<file path="src/rtl/uart_rx_pkg.sv">
// rtl/uart_rx_pkg.sv - register map, status bit positions and receiver state type
package uart_rx_pkg;

  localparam logic REG_DATA   = 1'b0;
  localparam logic REG_STATUS = 1'b1;

  localparam int ST_NE      = 0;
  localparam int ST_FULL    = 1;
  localparam int ST_OVR     = 2;
  localparam int ST_FERR    = 3;
  localparam int ST_CNT_LSB = 8;

  typedef enum logic [1:0] {
    IDLE  = 2'd0,
    START = 2'd1,
    DATA  = 2'd2,
    STOP  = 2'd3
  } rx_state_t;

endpackage

</file>
<file path="src/rtl/sync_fifo.sv">
// rtl/sync_fifo.sv - single-clock FIFO with first-word-fall-through read data
module sync_fifo #(
  parameter int WIDTH = 8,
  parameter int DEPTH = 16
) (
  input  logic                       clk,
  input  logic                       rst,
  input  logic                       push,
  input  logic                       pop,
  input  logic [WIDTH-1:0]           wdata,
  output logic [WIDTH-1:0]           rdata,
  output logic                       full,
  output logic                       empty,
  output logic [$clog2(DEPTH):0]     count
);

  localparam int AW = $clog2(DEPTH);

  logic [WIDTH-1:0] mem [DEPTH];
  logic [AW-1:0]    wp;
  logic [AW-1:0]    rp;
  logic             do_push;
  logic             do_pop;

  assign full    = (count == (AW+1)'(DEPTH));
  assign empty   = (count == '0);
  assign do_pop  = pop & ~empty;
  // A push into a full FIFO is still accepted when the head leaves in the same cycle.
  assign do_push = push & (~full | do_pop);
  assign rdata   = mem[rp];

  always_ff @(posedge clk) begin
    if (do_push) begin
      mem[wp] <= wdata;
    end
  end

  always_ff @(posedge clk) begin
    if (rst) begin
      wp    <= '0;
      rp    <= '0;
      count <= '0;
    end else begin
      if (do_push) begin
        wp <= wp + 1'b1;
      end
      if (do_pop) begin
        rp <= rp + 1'b1;
      end
      case ({do_push, do_pop})
        2'b10:   count <= count + 1'b1;
        2'b01:   count <= count - 1'b1;
        default: count <= count;
      endcase
    end
  end

endmodule

</file>
<file path="src/rtl/uart_rx.sv">
// rtl/uart_rx.sv - 8N1 UART receiver with byte FIFO, status flags and bus interface
module uart_rx
  import uart_rx_pkg::*;
#(
  parameter int CLK_HZ = 20000000,
  parameter int BAUD   = 115200,
  parameter int DEPTH  = 16
) (
  input  logic        clk,
  input  logic        rst,
  input  logic [31:0] addr,
  input  logic [31:0] din,
  output logic [31:0] dout,
  input  logic        wr,
  input  logic        valid,
  output logic        ready,
  input  logic        rxd,
  output logic        irq
);

  localparam int DIV  = CLK_HZ / BAUD;
  localparam int HALF = DIV / 2;
  localparam int CW   = $clog2(DIV + 1);
  localparam int AW   = $clog2(DEPTH);
  localparam logic [CW-1:0] DIV_M1  = CW'(DIV - 1);
  localparam logic [CW-1:0] HALF_M1 = CW'(HALF - 1);

  logic            rx_meta;
  logic            rx_s;
  logic            rx_prev;
  rx_state_t       state_q, state_d;
  logic [CW-1:0]   cnt_q, cnt_d;
  logic [2:0]      idx_q, idx_d;
  logic [7:0]      sh_q, sh_d;
  logic            push;
  logic            ferr_set;

  logic            acc;
  logic            rd_data;
  logic            wr_status;
  logic            ovr_set;
  logic            overrun;
  logic            frame_err;
  logic [7:0]      rdata;
  logic            full;
  logic            empty;
  logic [AW:0]     fifo_count;
  logic [8:0]      count9;
  logic [31:0]     status;
  logic            unused;

  always_ff @(posedge clk) begin
    if (rst) begin
      rx_meta <= 1'b1;
      rx_s    <= 1'b1;
      rx_prev <= 1'b1;
    end else begin
      rx_meta <= rxd;
      rx_s    <= rx_meta;
      rx_prev <= rx_s;
    end
  end

  always_ff @(posedge clk) begin
    if (rst) begin
      state_q <= IDLE;
      cnt_q   <= '0;
      idx_q   <= '0;
      sh_q    <= '0;
    end else begin
      state_q <= state_d;
      cnt_q   <= cnt_d;
      idx_q   <= idx_d;
      sh_q    <= sh_d;
    end
  end

  always_comb begin
    state_d  = state_q;
    cnt_d    = cnt_q;
    idx_d    = idx_q;
    sh_d     = sh_q;
    push     = 1'b0;
    ferr_set = 1'b0;
    case (state_q)
      IDLE: begin
        // Edge-triggered so a held-low line (break) cannot restart a frame.
        if (!rx_s && rx_prev) begin
          state_d = START;
          cnt_d   = HALF_M1;
        end
      end
      START: begin
        if (cnt_q == '0) begin
          if (!rx_s) begin
            state_d = DATA;
            cnt_d   = DIV_M1;
            idx_d   = '0;
          end else begin
            state_d = IDLE;
          end
        end else begin
          cnt_d = cnt_q - 1'b1;
        end
      end
      DATA: begin
        if (cnt_q == '0) begin
          sh_d  = {rx_s, sh_q[7:1]};
          cnt_d = DIV_M1;
          idx_d = idx_q + 1'b1;
          if (idx_q == 3'd7) begin
            state_d = STOP;
          end
        end else begin
          cnt_d = cnt_q - 1'b1;
        end
      end
      STOP: begin
        if (cnt_q == '0) begin
          push     = rx_s;
          ferr_set = ~rx_s;
          state_d  = IDLE;
        end else begin
          cnt_d = cnt_q - 1'b1;
        end
      end
      default: state_d = IDLE;
    endcase
  end

  sync_fifo #(
    .WIDTH (8),
    .DEPTH (DEPTH)
  ) u_fifo (
    .clk   (clk),
    .rst   (rst),
    .push  (push),
    .pop   (rd_data),
    .wdata (sh_q),
    .rdata (rdata),
    .full  (full),
    .empty (empty),
    .count (fifo_count)
  );

  assign acc       = valid & ~ready;
  assign rd_data   = acc & ~wr & (addr[2] == REG_DATA);
  assign wr_status = acc & wr & (addr[2] == REG_STATUS);
  assign ovr_set   = push & full & ~rd_data;
  assign irq       = ~empty;

  always_comb begin
    count9             = '0;
    count9[AW:0]       = fifo_count;
    status             = '0;
    status[ST_NE]      = ~empty;
    status[ST_FULL]    = full;
    status[ST_OVR]     = overrun;
    status[ST_FERR]    = frame_err;
    status[ST_CNT_LSB +: 9] = count9;
  end

  always_ff @(posedge clk) begin
    if (rst) begin
      ready     <= 1'b0;
      dout      <= '0;
      overrun   <= 1'b0;
      frame_err <= 1'b0;
    end else begin
      ready <= acc;
      if (acc) begin
        if (wr) begin
          dout <= '0;
        end else if (addr[2] == REG_STATUS) begin
          dout <= status;
        end else begin
          dout <= empty ? 32'h0000_0100 : {24'd0, rdata};
        end
      end
      // A set in the same cycle as a clear takes priority.
      overrun   <= ovr_set  | (overrun   & ~(wr_status & din[ST_OVR]));
      frame_err <= ferr_set | (frame_err & ~(wr_status & din[ST_FERR]));
    end
  end

  assign unused = ^{addr[31:3], addr[1:0], din[31:4], din[1:0]};

endmodule

</file>
<file path="config.mk">
export PLATFORM = sky130hd
export DESIGN_NAME = uart_rx
export DESIGN_NICKNAME = d
export VERILOG_FILES = /design/src/rtl/uart_rx_pkg.sv /design/src/rtl/sync_fifo.sv /design/src/rtl/uart_rx.sv
export SDC_FILE = /design/constraint.sdc
export NUM_CORES = 1
export LEC_CHECK = 0
export ABC_AREA = 1
export BUFFER_PORTS_ARGS = -buffer_cell sky130_fd_sc_hd__buf_2
export CAP_MARGIN = 20
export CORE_UTILIZATION = 40
export CTS_CLUSTER_SIZE = 8
export DETAILED_ROUTE_END_ITERATION = 7
export PLACE_DENSITY_LB_ADDON = 0.3
export RECOVER_POWER = 100
export SLEW_MARGIN = 15
export SYNTH_ARGS = -nofsm -noshare
export SYNTH_HDL_FRONTEND = slang
export SYNTH_SLANG_ARGS = --single-unit
</file>
<file path="constraint.sdc">
create_clock -name clk -period 2.5 [get_ports clk]
set_input_delay 0.25 -clock clk [delete_from_list [all_inputs] [get_ports clk]]
set_output_delay 0.25 -clock clk [all_outputs]
set_load 0.005 [all_outputs]
</file>
* Yosys cells after proc, flatten, opt, wreduce, memory -nomap -nowiden
Memory sizes are Yosys's and may differ from the RTL's. A register that Yosys moved wholly into a read port is not among the register bits. Index checks and enable logic that the tools add are counted.
Word-level totals: bits in registers 72, bits in latches 0, memory bits (writable) 128, bits in read-only memories 0, bits of input ports 69, output and inout port bits 34, logic and storage cells 101, memories 1
Cells by class: $add $sub $neg 6, multiply operators 0, divide/modulo/power cells 0, order comparisons 0, equal/unequal tests 15, shift-type cells 0, multiplexer cells 29, bitwise logic cells 25, reduce and logical (&&, ||, !) cells 11
Memories:
- u_fifo.mem | depth 16, width 8, read ports 1, clocked after memory_dff 1, write ports 1, RTL line sync_fifo.sv:19 | logic [WIDTH-1:0] mem [DEPTH];
Operators with widths (count):
- 8-bit 2-to-1 mux | 5
- 8-bit case mux with 4 select lines | 1
- 13-bit 2-to-1 mux | 2
- 2-bit != test, second input constant | 7
- 1-bit AND | 13
- 2-bit 2-to-1 mux | 6
- 5-bit case mux with 2 select lines | 1
- 3-bit 2-to-1 mux | 3
- 9-bit 2-to-1 mux | 1
- 1-bit inverter | 9
- 4-bit by 1-bit adder with 4-bit output, second input constant | 2
- 8-bit zero test | 1
- 4-bit 2-to-1 mux | 2
- 2-bit case mux with 4 select lines | 1
- 8-bit by 1-bit subtractor with 8-bit output, second input constant | 1
- 2-bit equality test, second input constant | 3
- 1-bit 2-to-1 mux | 6
- 3-bit case mux with 2 select lines | 1
- 5-bit by 1-bit adder with 5-bit output, second input constant | 1
- 5-bit equality test, second input constant | 1
- 5-bit zero test | 1
- 5-bit AND reduction | 1
- 5-bit by 1-bit subtractor with 5-bit output, second input constant | 1
- 2-bit by 1-bit equality test with 1-bit output, second input constant | 2
- other kinds (11) | 14

* Depth between registers and ports, before layout
depth in word-level cells 9, mapped depth 17

* Hierarchy
A second synthesis with hierarchy kept.
Unflattened totals: cell total of the unflattened synthesis 817, area, all modules 8235.4 µm²
By module, submodules not included:
- sync_fifo | instances 1, cells an instance 536, area an instance 6147.1 µm², sequential area each 4184.0 µm²
- uart_rx | instances 1, cells an instance 281, area an instance 2088.3 µm², sequential area each 800.8 µm²

* Least setup slack after synthesis
OpenSTA, ideal clock, no wires.
kind reg-to-reg, from register cnt_q[0], to register u_fifo.count[4], data arrival time 2011 ps, slack 374 ps, stages on the path, launching flop included 14, buffers on the path 0, period minus slack after synthesis 2126 ps, path through dfxtp_1 -> inv_1 -> ha_1 -> nand2_2 -> nor2_4 -> nand3_1 -> nand2_1 -> inv_1 -> ha_1 -> a21o_1 -> a31oi_1 -> nand2_1 -> a21oi_1 -> nor2_1
On the way: word-level cells in the longest chain between the ends 6
RTL lines:
- from (decl) | RTL line uart_rx.sv:32 | logic [CW-1:0] cnt_q, cnt_d;
- from (signal assigned) | RTL line uart_rx.sv:72 | cnt_q <= cnt_d;
- 8-bit zero test * | RTL line uart_rx.sv:119 | if (cnt_q == '0) begin
- 1-bit 2-to-1 mux * | RTL line uart_rx.sv:119
- 1-bit 2-to-1 mux * | RTL line uart_rx.sv:85 | case (state_q)
- 1-bit AND * | RTL line sync_fifo.sv:29 | assign do_push = push & (~full | do_pop);
- 2-bit by 1-bit equality test with 1-bit output / 2-bit equality test (equally long branches) | RTL line sync_fifo.sv:50 | case ({do_push, do_pop})
- 5-bit case mux with 2 select lines / 2-bit nonzero test (equally long branches)
- to (signal assigned) | RTL line sync_fifo.sv:51 | 2'b10: count <= count + 1'b1;
- to (signal assigned) | RTL line sync_fifo.sv:52 | 2'b01: count <= count - 1'b1;
- to (signal assigned) | RTL line sync_fifo.sv:53 | default: count <= count;
- to (decl) | RTL line sync_fifo.sv:14 | output logic [$clog2(DEPTH):0] count
Every way passes the cells marked *; elsewhere a longest branch is shown, timed or not. A chain may end at the register's enable or synchronous reset.

* Final worst setup path
from register cnt_q[0], to memory u_fifo.mem[4][0], enable pin
On the way: word-level cells in the longest chain between the ends 6
RTL lines:
- 8-bit zero test | RTL line uart_rx.sv:119
- 1-bit 2-to-1 mux | RTL line uart_rx.sv:119
- 1-bit 2-to-1 mux | RTL line uart_rx.sv:85
- 1-bit AND | RTL line sync_fifo.sv:29
- 1-bit 2-to-1 mux | RTL line sync_fifo.sv:33 | if (do_push) begin
- 1-bit 2-to-1 mux (implied by the code) | RTL line sync_fifo.sv:34 | mem[wp] <= wdata;
- to (decl) | RTL line sync_fifo.sv:19
Every way passes these cells.

==> impl_results.md <==
* Starting Density at 0.414
* Final Hold Viols at 0
* RR Endpoint: u_fifo.mem[4][0]
* DP Cell Count at 1120
* Worst setup endpoint: u_fifo.mem[4][0]
* Final setup fails at 0
* R2R depth at 12
* Drc violations at 0
* Post-Place Worst Slack at 0.251 ns
* Post-DR wirelength/cell at 15.5 um
* ANT nets after route at 0
* Setup crit start kind: flip-flop
* Initial DRC count at 440
* Post-layout min period at 2.29 ns
* Tot GR Track Use at 0.178
* Sequential share of power at 0.515
* Worst-Skew Late Latency at 0.44 ns
* Period utilisation layout at 0.915
* Mapped Cells at 829
* Core ar. at 19700 sq um
* DR vias at 5691
* H-tree levels at 4
* Syn avg cell area at 9.84 sq um
* Reg2reg start: cnt_q[0]
* Final Instance Count excl. Fillers at 1153
* Status: finished, final reports clean
* Placer Congestion at 0.786
* Overflow after GRT at 0
* Asr flop ratio synth at 0
* First-pass DRT Iterations at 5
* Post-synth EDFFs at 128
* DRT Wirelength at 17800 um
* TritonCTS clock tree: yes
* Register area share after synthesis at 0.611
* Reg-to-reg slack, setup at 0.21 ns
* Cts bufs inserted at 17
* IO buf count at 22
* Worst-path clk slew at 0.07 ns
* Antenna violations before repair at 0
* Nets at 962
* Setup crit start: cnt_q[0]
* Comb power frac at 0.061
* FP Rows at 51
* I/O Pins at 103
* Post-synth top flop: edfxtp_1
* Post-synthesis cell area at 8160 sq um
* Number of synthesized register bits at 185
* Setup crit end kind: flip-flop
* Clock share of power at 0.424
* Yosys top cell by area: edfxtp_1
* Pin count of the biggest net entering global routing at 54
* Leak at 0.00356 uW
* P&R area growth vs syn at 12.5%
* Worst Skew at 0.0119 ns
* Req. time, crit path at 2.61 ns
* Worst relative slew slack at 0.392
* Sw Share at 0.225
* Die Height at 145 um
* Vias per cell at 4.94
* N_diodes at 0
* RSZ-0062 raised after global routing: false
* Max VDD drop at 0.509 mV
* Vias in the first global route at 4966
* DIE WIDTH at 145 um
* Overall Power at 6360 uW
* Die area at 21000 sq um
* Critical Path AT at 2.40 ns
* Max clock buf depth at 2
* Root Driver: clkbuf_16
* Top-area cell type share of the netlist area at 0.471
* Layout cells sized above 1 at 0.104
* Fin Setup TNS at 0 ns
* Critical path class: flip-flop to flip-flop
* PwrDens at 693 nW/um^2
* Ranking of synthesized cells by area: edfxtp_1 47%, dfxtp_1 14%, nand2_1 6.3%
* Synth unique cells at 45
* Syn. warnings at 0
* Hold crit path type: primary input to flip-flop
* HPWL Detailed at 11200 um
* Final Max Slew Viols at 0
* CP max FO at 12
* Worst-margin pin slew at 0.912 ns
* Net Sw Power at 1430 uW
* Clock Sinks at 185
* Fmax achieved at 437 MHz
* Max Cap Violations at 0
* Internal at 4930 uW
* Global-route wire length before repair at 27100 um
* Final worst slack at 0.213 ns
-- worst min-delay path by stage --
| stage | start | end | cells after the start |
|---|---|---|---|
| finish | din[2] | overrun | 4 |
| global route | din[2] | overrun | 4 |
| CTS | din[2] | overrun | 4 |
| detailed placement | rx_meta | rx_s | 1 |
| global placement | rx_meta | rx_s | 1 |
| floorplan | rxd | rx_meta | 1 |
-- routing by layer --
metal / GRT usage / part of all wire / vias to the layer above
met5: 0 / 0 / -
met4: 0.0665 / 0.016 / 0
met3: 0.0326 / 0.044 / 17
met2: 0.285 / 0.47 / 147
met1: 0.240 / 0.47 / 2676
li1: - / - / 2851
-- power by group through the flow --
stage / combinational, uW / clock (uW) / sequential (uW)
after floorplan: 352 / 0 / 3340
after CTS: 401 / 2740 / 3280
final: 386 / 2700 / 3280
after global placement: 395 / 0 / 3340
after global routing: 444 / 2860 / 3280
after detailed placement: 397 / 0 / 3340
-- kinds of logic after synthesis --
family	Yosys count	share of synthesized area
and+or+nand+nor	365	0.194
DFF	185	0.611
buffers and inverters	131	0.0729
AOI/OAI and AO/OA	123	0.0862
adders and majority gates	18	0.0285
xor gates and xnor gates	6	0.00644
other	1	0.000460
-- critical path: stages, from the launching register on --
cell and delay, ns:
dfxtp_1 0.31, inv_1 0.11, ha_1 0.20, nand2_2 0.08, nor2_4 0.11, buf_4 0.15, inv_4 0.09, nor2_8 0.11
nand2_1 0.16, inv_2 0.10, nand2_1 0.14, nor2_1 0.12, clkbuf_2 0.28
-- synth_stat cells, types with 3 or more instances --
master    instances
nor2_1          124
nor3_1           10
nor2_4            3
clkbuf_1         16
nand2_1         137
o21ai_0          55
nand4_1           5
o211ai_1         23
a21oi_1          33
dfxtp_1          57
inv_1            74
buf_4            20
xor2_1            4
nand2_2           6
inv_2             4
buf_2            10
ha_1             17
or2_2             4
nand3_1          66
edfxtp_1        128
-- per-stage QoR --
step | utilization | cell area [sq um] | hold WS (ns)
global route | 0.466 | 9180 | 0.176
CTS | 0.471 | 9280 | 0.171
floorplan | - | 8230 | 0.354
global placement | 0.440 | 8680 | 0.392
detailed placement | 0.440 | 8680 | 0.404
finish | 0.466 | 9180 | 0.173
-- cells in the final DEF (no fill, tap or decap), types with 2 or more instances in the layout --
master | synthesis | final
a21oi_1 | 33 | 33
a21oi_2 | 2 | 2
a22o_1 | 2 | 2
buf_12 | 0 | 2
buf_2 | 10 | 13
buf_4 | 20 | 14
bufinv_16 | 0 | 2
clkbuf_1 | 16 | 20
clkbuf_16 | 0 | 18
clkbuf_2 | 1 | 8
clkbuf_4 | 0 | 3
clkinv_1 | 2 | 3
clkinv_2 | 0 | 2
conb_1 | 1 | 19
dfxtp_1 | 57 | 56
edfxtp_1 | 128 | 128
ha_1 | 17 | 17
inv_1 | 74 | 74
inv_2 | 4 | 4
inv_6 | 0 | 6
nand2_1 | 137 | 141
nand2_2 | 6 | 3
nand3_1 | 66 | 66
nand4_1 | 5 | 6
nor2_1 | 124 | 127
nor3_1 | 10 | 10
o211ai_1 | 23 | 23
o21ai_0 | 55 | 55
o21ai_1 | 2 | 2
or2_2 | 4 | 4
xnor2_1 | 2 | 2
xor2_1 | 4 | 4
-- final cells by class --
class | count | area [sq um]
clock inverters | 12 | 134
inverters | 81 | 307
fillers | 1854 | 10500
well taps | 265 | 332
flip-flops and latches | 185 | 4990
clock buffers | 20 | 458
multi-input cells | 531 | 2610
repair buffers | 59 | 350
-- registers in the layout, summed over array words and instances, names as in the netlist, named ones only --
register / flops
rx_meta: 1
frame_err: 1
u_fifo.mem: 128
sh_q: 8
ready: 1
state_q: 1
u_fifo.wp: 4
idx_q: 3
rx_prev: 1
u_fifo.rp: 4
dout: 13
cnt_q: 8
overrun: 1
u_fifo.count: 5
rx_s: 1
-- what timing repair did --
item / in CTS / in global routing
endpoints found under the hold margin: 1 / 0
hold buffers: 1 / 0
setup buffers: 0 / 0
resized for setup: 0 / 1
endpoints found under the setup margin: 0 / 1
No activity file was read; power rests on OpenSTA's default activity.
